## config.mk

```make
export PLATFORM = sky130hd
export DESIGN_NAME = uart_tx_fifo_flat
export DESIGN_NICKNAME = d
export VERILOG_FILES = /design/src/rtl/uart_tx_fifo_pkg.sv /design/src/rtl/uart_tx_fifo_if.sv /design/src/rtl/uart_tx_fifo_sync_fifo.sv /design/src/rtl/uart_tx_fifo.sv /design/src/flat_wrapper.sv
export SDC_FILE = /design/constraint.sdc
export NUM_CORES = 1
export LEC_CHECK = 0
export CORE_ASPECT_RATIO = 0.9
export CORE_MARGIN = 4
export CORE_UTILIZATION = 45
export CTS_CLUSTER_SIZE = 10
export DETAILED_ROUTE_END_ITERATION = 8
export PLACE_DENSITY_LB_ADDON = 0.05
export SYNTH_ARGS = -nofsm -noshare
export SYNTH_HDL_FRONTEND = slang
export SYNTH_SLANG_ARGS = --single-unit
```

## constraint.sdc

```tcl
create_clock -name clk -period 3.8 [get_ports clk]
set_clock_uncertainty 0.2 [all_clocks]
set_input_delay 0.76 -clock clk [delete_from_list [all_inputs] [get_ports clk]]
set_output_delay 0.76 -clock clk [all_outputs]
set_load 0.01 [all_outputs]
```

## src/rtl/uart_tx_fifo_pkg.sv

```systemverilog
// Shared constants and types for the buffered UART transmitter.
package uart_tx_fifo_pkg;

  localparam int unsigned PARITY_NONE = 0;
  localparam int unsigned PARITY_ODD  = 1;
  localparam int unsigned PARITY_EVEN = 2;

  typedef enum logic [2:0] {
    ST_IDLE,
    ST_START,
    ST_DATA,
    ST_PARITY,
    ST_STOP,
    ST_GAP
  } tx_state_t;

  function automatic int unsigned max3(int unsigned a, int unsigned b, int unsigned c);
    int unsigned m;
    m = (a > b) ? a : b;
    return (m > c) ? m : c;
  endfunction

endpackage

```

## src/rtl/uart_tx_fifo_if.sv

```systemverilog
// Host write port and serial-line status of the buffered UART transmitter.
interface uart_tx_fifo_if #(
  parameter int unsigned DATA_BITS  = 8,
  parameter int unsigned FIFO_DEPTH = 16
);
  localparam int unsigned LEVEL_W = $clog2(FIFO_DEPTH) + 1;

  logic                 wr_dv;
  logic [DATA_BITS-1:0] wr_byte;
  logic                 full;
  logic                 empty;
  logic [LEVEL_W-1:0]   level;
  logic                 overflow;
  logic                 tx_serial;
  logic                 tx_active;
  logic                 tx_done;

  modport master (
    output wr_dv, wr_byte,
    input  full, empty, level, overflow, tx_serial, tx_active, tx_done
  );

  modport slave (
    input  wr_dv, wr_byte,
    output full, empty, level, overflow, tx_serial, tx_active, tx_done
  );
endinterface

```

## src/rtl/uart_tx_fifo_sync_fifo.sv

```systemverilog
// Synchronous FIFO with registered storage, explicit occupancy and drop-on-full flag.
module sync_fifo #(
  parameter int unsigned WIDTH = 8,
  parameter int unsigned DEPTH = 16
) (
  input  logic                     clk,
  input  logic                     rst_n,
  input  logic                     push,
  input  logic                     pop,
  input  logic [WIDTH-1:0]         din,
  output logic [WIDTH-1:0]         dout,
  output logic                     full,
  output logic                     empty,
  output logic [$clog2(DEPTH):0]   level,
  output logic                     overflow
);
  localparam int unsigned AW = $clog2(DEPTH);

  logic [WIDTH-1:0] mem [DEPTH];
  logic [AW-1:0]    wr_ptr;
  logic [AW-1:0]    rd_ptr;
  logic             do_push;
  logic             do_pop;

  assign do_pop  = pop && !empty;
  assign do_push = push && (!full || do_pop);
  assign full    = (level == (AW+1)'(DEPTH));
  assign empty   = (level == '0);
  assign dout    = mem[rd_ptr];

  always_ff @(posedge clk or negedge rst_n) begin
    if (!rst_n) begin
      wr_ptr   <= '0;
      rd_ptr   <= '0;
      level    <= '0;
      overflow <= 1'b0;
    end else begin
      overflow <= push && !do_push;
      if (do_push) wr_ptr <= wr_ptr + AW'(1);
      if (do_pop)  rd_ptr <= rd_ptr + AW'(1);
      case ({do_push, do_pop})
        2'b10:   level <= level + (AW+1)'(1);
        2'b01:   level <= level - (AW+1)'(1);
        default: level <= level;
      endcase
    end
  end

  always_ff @(posedge clk) begin
    if (do_push) mem[wr_ptr] <= din;
  end

endmodule

```

## src/rtl/uart_tx_fifo.sv

```systemverilog
// Buffered UART transmitter: FIFO-fed frame FSM with optional parity and inter-frame gap.
module uart_tx_fifo
  import uart_tx_fifo_pkg::*;
#(
  parameter int unsigned CLKS_PER_BIT = 16,
  parameter int unsigned DATA_BITS    = 8,
  parameter int unsigned PARITY       = 0,
  parameter int unsigned STOP_BITS    = 1,
  parameter int unsigned FIFO_DEPTH   = 16,
  parameter int unsigned INTER_GAP    = 0
) (
  input logic          clk,
  input logic          rst_n,
  uart_tx_fifo_if.slave bus
);
  localparam int unsigned CW = $clog2(CLKS_PER_BIT);
  localparam int unsigned BW = $clog2(max3(DATA_BITS, STOP_BITS, INTER_GAP) + 1);
  localparam logic [CW-1:0] BAUD_LAST = CW'(CLKS_PER_BIT - 1);
  localparam logic [BW-1:0] DATA_LAST = BW'(DATA_BITS - 1);
  localparam logic [BW-1:0] STOP_LAST = BW'(STOP_BITS - 1);
  localparam logic [BW-1:0] GAP_LAST  = BW'((INTER_GAP == 0) ? 0 : INTER_GAP - 1);

  tx_state_t            state, state_nxt;
  logic [CW-1:0]        baud_cnt;
  logic [BW-1:0]        bit_cnt;
  logic [DATA_BITS-1:0] shift_reg;
  logic [DATA_BITS-1:0] fifo_dout;
  logic                 parity_bit;
  logic                 bit_end;
  logic                 pop;
  logic                 line_nxt;
  logic                 done_nxt;

  sync_fifo #(.WIDTH(DATA_BITS), .DEPTH(FIFO_DEPTH)) u_fifo (
    .clk      (clk),
    .rst_n    (rst_n),
    .push     (bus.wr_dv),
    .pop      (pop),
    .din      (bus.wr_byte),
    .dout     (fifo_dout),
    .full     (bus.full),
    .empty    (bus.empty),
    .level    (bus.level),
    .overflow (bus.overflow)
  );

  assign bit_end = (baud_cnt == BAUD_LAST);

  always_ff @(posedge clk or negedge rst_n) begin
    if (!rst_n) state <= ST_IDLE;
    else        state <= state_nxt;
  end

  always_comb begin
    state_nxt = state;
    pop       = 1'b0;
    line_nxt  = 1'b1;
    done_nxt  = 1'b0;
    case (state)
      ST_IDLE: begin
        if (!bus.empty) begin
          pop       = 1'b1;
          state_nxt = ST_START;
        end
      end
      ST_START: begin
        line_nxt = 1'b0;
        if (bit_end) state_nxt = ST_DATA;
      end
      ST_DATA: begin
        line_nxt = shift_reg[0];
        if (bit_end && bit_cnt == DATA_LAST)
          state_nxt = (PARITY != PARITY_NONE) ? ST_PARITY : ST_STOP;
      end
      ST_PARITY: begin
        line_nxt = parity_bit;
        if (bit_end) state_nxt = ST_STOP;
      end
      ST_STOP: begin
        if (bit_end && bit_cnt == STOP_LAST) begin
          done_nxt = 1'b1;
          if (INTER_GAP != 0) begin
            state_nxt = ST_GAP;
          end else if (!bus.empty) begin
            pop       = 1'b1;
            state_nxt = ST_START;
          end else begin
            state_nxt = ST_IDLE;
          end
        end
      end
      ST_GAP: begin
        if (bit_end && bit_cnt == GAP_LAST) begin
          if (!bus.empty) begin
            pop       = 1'b1;
            state_nxt = ST_START;
          end else begin
            state_nxt = ST_IDLE;
          end
        end
      end
      default: state_nxt = ST_IDLE;
    endcase
  end

  // Line outputs are registered from the current state, so the line lags the FSM by one cycle.
  always_ff @(posedge clk or negedge rst_n) begin
    if (!rst_n) begin
      baud_cnt      <= '0;
      bit_cnt       <= '0;
      shift_reg     <= '0;
      parity_bit    <= 1'b0;
      bus.tx_serial <= 1'b1;
      bus.tx_active <= 1'b0;
      bus.tx_done   <= 1'b0;
    end else begin
      baud_cnt <= (state == ST_IDLE || bit_end) ? '0 : baud_cnt + CW'(1);
      if (state_nxt != state) bit_cnt <= '0;
      else if (bit_end)       bit_cnt <= bit_cnt + BW'(1);
      if (pop) begin
        shift_reg  <= fifo_dout;
        parity_bit <= (PARITY == PARITY_ODD) ? ~^fifo_dout : ^fifo_dout;
      end else if (state == ST_DATA && bit_end) begin
        shift_reg <= shift_reg >> 1;
      end
      bus.tx_serial <= line_nxt;
      bus.tx_active <= (state != ST_IDLE);
      bus.tx_done   <= done_nxt;
    end
  end

endmodule
```

## src/flat_wrapper.sv

```systemverilog
// flat-port wrapper written by rule: the top's interface ports become plain ports
module uart_tx_fifo_flat import uart_tx_fifo_pkg::*;
#(
  parameter int unsigned CLKS_PER_BIT = 16,
  parameter int unsigned DATA_BITS    = 8,
  parameter int unsigned PARITY       = 0,
  parameter int unsigned STOP_BITS    = 1,
  parameter int unsigned FIFO_DEPTH   = 16,
  parameter int unsigned INTER_GAP    = 0
)
  (clk, rst_n, bus_wr_dv, bus_wr_byte, bus_full, bus_empty, bus_level, bus_overflow, bus_tx_serial, bus_tx_active, bus_tx_done);
  uart_tx_fifo_if #(.DATA_BITS(DATA_BITS), .FIFO_DEPTH(FIFO_DEPTH)) bus_i ();
  input logic clk;
  input logic rst_n;
  input wire logic [$bits(bus_i.wr_dv)-1:0] bus_wr_dv;
  input wire logic [$bits(bus_i.wr_byte)-1:0] bus_wr_byte;
  output wire logic [$bits(bus_i.full)-1:0] bus_full;
  output wire logic [$bits(bus_i.empty)-1:0] bus_empty;
  output wire logic [$bits(bus_i.level)-1:0] bus_level;
  output wire logic [$bits(bus_i.overflow)-1:0] bus_overflow;
  output wire logic [$bits(bus_i.tx_serial)-1:0] bus_tx_serial;
  output wire logic [$bits(bus_i.tx_active)-1:0] bus_tx_active;
  output wire logic [$bits(bus_i.tx_done)-1:0] bus_tx_done;
  assign bus_i.wr_dv = bus_wr_dv;
  assign bus_i.wr_byte = bus_wr_byte;
  assign bus_full = bus_i.full;
  assign bus_empty = bus_i.empty;
  assign bus_level = bus_i.level;
  assign bus_overflow = bus_i.overflow;
  assign bus_tx_serial = bus_i.tx_serial;
  assign bus_tx_active = bus_i.tx_active;
  assign bus_tx_done = bus_i.tx_done;
  uart_tx_fifo #(.CLKS_PER_BIT(CLKS_PER_BIT), .DATA_BITS(DATA_BITS), .PARITY(PARITY), .STOP_BITS(STOP_BITS), .FIFO_DEPTH(FIFO_DEPTH), .INTER_GAP(INTER_GAP)) u_core (.clk(clk), .rst_n(rst_n), .bus(bus_i));
endmodule
```

==> results by group <==
Die
  – Initial Util: 46.6%
  – Top-level I/O count: 22
  – Core area: 14900 um^2
  – Num rows: 42
  – Die W: between 100 and 150 um
  – Die area: about 17000 um^2
  – Die Ht: between 100 and 150 um

Clocking
  – Setup bufs post-CTS: 0
  – CTS Root Buffer Type: clkbuf_16
  – CTS tree: built
  – Clock H-tree levels: 4
  – CTS clock-pin slew for the worst setup and hold paths: about 0.06 ns
  – Clock Tree Buf Depth: 2
  – Total CTS buffers: 17
  – Hold_buf cts: 0
  – Clock Sinks: roughly 170
  – Worst skew pair latency: around 0.43 ns
  – # resized after CTS: 0

Setup path
  – Worst path required time: roughly 2.8 ns
  – Reg2Reg Setup Slack: 0.60 ns
  – CP arrival: 2.38 ns
  – R2R Path Start: u_core.state[0]
  – R2r worst-path depth: 9
  – RR Endpoint: u_core.u_fifo.level[4]
  – CP Class: register to primary output
  – Critical Path Start: u_core.u_fifo.level[0]
  – Crit-path max FO: 5
  – Worst setup endpoint: bus_empty
  – Startpoint Class: register
  – Crit path capture type: primary output

Detailed routing
  – DRT antenna net count: 0
  – DR vias: between 3000 and 4000
  – Final wirelength: 13800 um
  – Initial DRC count: around 330
  – # DRC: 0
  – Via density: approximately 5.4
  – DRT Pass-1 Iters: 5
  – Wire per inst: between 20 and 25 um

STA
  – Setup violations, final: 0
  – Post-layout min period: about 3.3 ns
  – Tcrit/Tclk final: about 88%
  – PnR worst setup slack: 0.462 ns
  – Slew Limit Headroom: a little over a third
  – Setup TNS: 0 ns
  – Final hold viol count: 0
  – Max Clock Freq: 0.300 GHz
  – Slew Limit Fails: 0
  – Worst-Margin Slew: roughly 0.96 ns
  – RSZ-0062 raised after global routing: no

Final layout
  – Ant diodes: 0
  – Proportion of layout cells with a drive suffix above 1: between 15 and 20%
  – Finished Cell Area: slightly below 8000 um^2
  – Area grow syn2layout: 13.6%
  – Max FFs per register: approximately 130
  – Filler Cells Inserted: 1251
  – Final net count: around 470
  – Post-route non-filler standard cell count: 653

Placement
  – Placed Area: 7360 um^2
  – RD Place Congestion: about 0.74
  – DP Worst Slack: 0.601 ns
  – Port Buffers: 21
  – Placed cells: about 620
  – Post-DP HPWL: 9230 um

Power and ir drop
  – Power, Total: ~6.0 mW
  – Switching power: approximately 2.0 mW
  – VDD IR max: between 0.6 and 0.7 mV
  – Net Sw Frac: between 30% and 40%
  – P per Cell Area: between 700 and 800 nW/um^2
  – Comb power frac: between 30% and 40%
  – P_int: around 4.1 mW
  – Reg power frac: between 40% and 50%
  – Power share of the clock group: 25.6%
  – Leak: roughly 2.8 nW

GRT
  – Global-route wire length before repair: around 21000 um
  – Vias in the first global route: around 3500
  – Largest net degree at the start of global routing: 38
  – GRT Util Overall: ~16%
  – Initial antenna violation count: 0
  – Overflow after GRT: 0

Logic synthesis
  – Number of distinct library cells after synthesis: between 40 and 50
  – Syn avg cell area: roughly 17 um^2
  – Synthesized net count: between 400 and 500
  – Ys flop type: edfxtp_1
  – Ys async rst share: between 20 and 25%
  – Post-synthesis sequential area ratio: between 60% and 70%
  – Cell count after synthesis: 409
  – Synthesized flop and latch total: 165
  – Number of flops mapped to enable cells by yosys: approximately 130
  – Ys Warns: 0
  – Cell Area, Synth: 6950 um^2

Flow run
  – MaxCap Viol Count: 0

Worst hold path
  – Hold Crit Class: primary input to async pin

Status
  – Status: complete, no violations
## per-layer routing
layer | up-vias | track usage (%) | part of all wire [%]
met2 | 54 | 23.4 | 45
met1 | 1808 | 24.6 | 50
met4 | 0 | 5.87 | 1.3
met3 | 16 | 4.17 | 2.9
li1 | 1637 | - | -
met5 | - | 0 | 0
## cells in the final DEF, fill, tap and decap left out, types with 11 or more instances in the layout
master | Yosys | routed
xnor2_1 | 18 | 18
dfrtp_1 | 36 | 35
nand2_1 | 34 | 34
mux4_1 | 11 | 11
mux4_2 | 21 | 21
buf_4 | 3 | 14
edfxtp_1 | 128 | 128
ha_1 | 11 | 11
nor2_1 | 24 | 24
clkdlybuf4s50_1 | 0 | 20
a22oi_1 | 16 | 16
clkbuf_16 | 0 | 17
## worst max-delay path, cell delays in order (launching register included)
cell	delay, ns
dfrtp_1	0.44
nor4_1	0.67
and2b_1	0.28
clkdlybuf4s50_1	0.56
## synth_stat cells (all sizes together) (5+ instances only)
library cell / number / share of area, %
ha: 11 / 2.0
edfxtp: 128 / 55
mux4: 32 / 11
xnor2: 18 / 2.3
nand3: 5 / 0.36
a22oi: 16 / 1.7
inv: 9 / 0.49
nor3: 5 / 0.36
o21ai: 10 / 0.72
buf: 14 / 1.7
nand2: 34 / 1.8
mux2i: 7 / 1.0
xor2: 6 / 0.76
nor2: 24 / 1.3
a21oi: 9 / 0.70
nor2b: 5 / 0.45
dfrtp: 36 / 13
## power by group through the flow
stage	logic (mW)	clock network, mW	registers (mW)
6_report	2.01	1.54	2.47
5_1_grt	2.20	1.65	2.51
2_1_floorplan	1.58	0	2.43
4_1_cts	2.05	1.58	2.48
3_3_place_gp	2.03	0	2.50
3_5_place_dp	2.05	0	2.51
## worst min-delay path by stage
stage,startpoint,endpoint,slack (ns)
CTS,rst_n,u_core.baud_cnt[2],0.26
global placement,u_core.baud_cnt[0],u_core.baud_cnt[0],0.24
floorplan,u_core.baud_cnt[0],u_core.baud_cnt[0],0.23
finish,rst_n,u_core.bit_cnt[0],0.24
detailed placement,u_core.baud_cnt[0],u_core.baud_cnt[0],0.25
global route,u_core.baud_cnt[0],u_core.baud_cnt[0],0.28
## logic make-up (layout without fill, tap and decap cells)
kind of cell               Yosys count  count (layout)  synth area share, %
AOI/OAI and AO/OA                   44              44                 4.30
and+or+nand+nor                     91              91                 6.07
buffers and inverters               30              76                 2.88
xor gates and xnor gates            24              24                 3.03
DFF                                165             165                 68.7
muxes                               43              43                 12.8
adders and majority gates           12              12                 2.27
## layout make-up
cell class	count	area [um^2]	area share [%]
clock buffer	17	425	5.39
clock inverter	14	108	1.36
inverter	9	33.8	0.428
multi-input combinational	214	1980	25.0
sequential	165	4770	60.5
tap	198	248	3.14
timing repair buffer	36	330	4.18
## metrics by stage
stage               hold WS (ns)  util, %
finish                     0.239     52.9
global route               0.284     52.9
CTS                        0.263     52.9
detailed placement         0.254     49.3
global placement           0.244     49.3
floorplan                  0.230        -
Power figures use the tool's default switching activity.
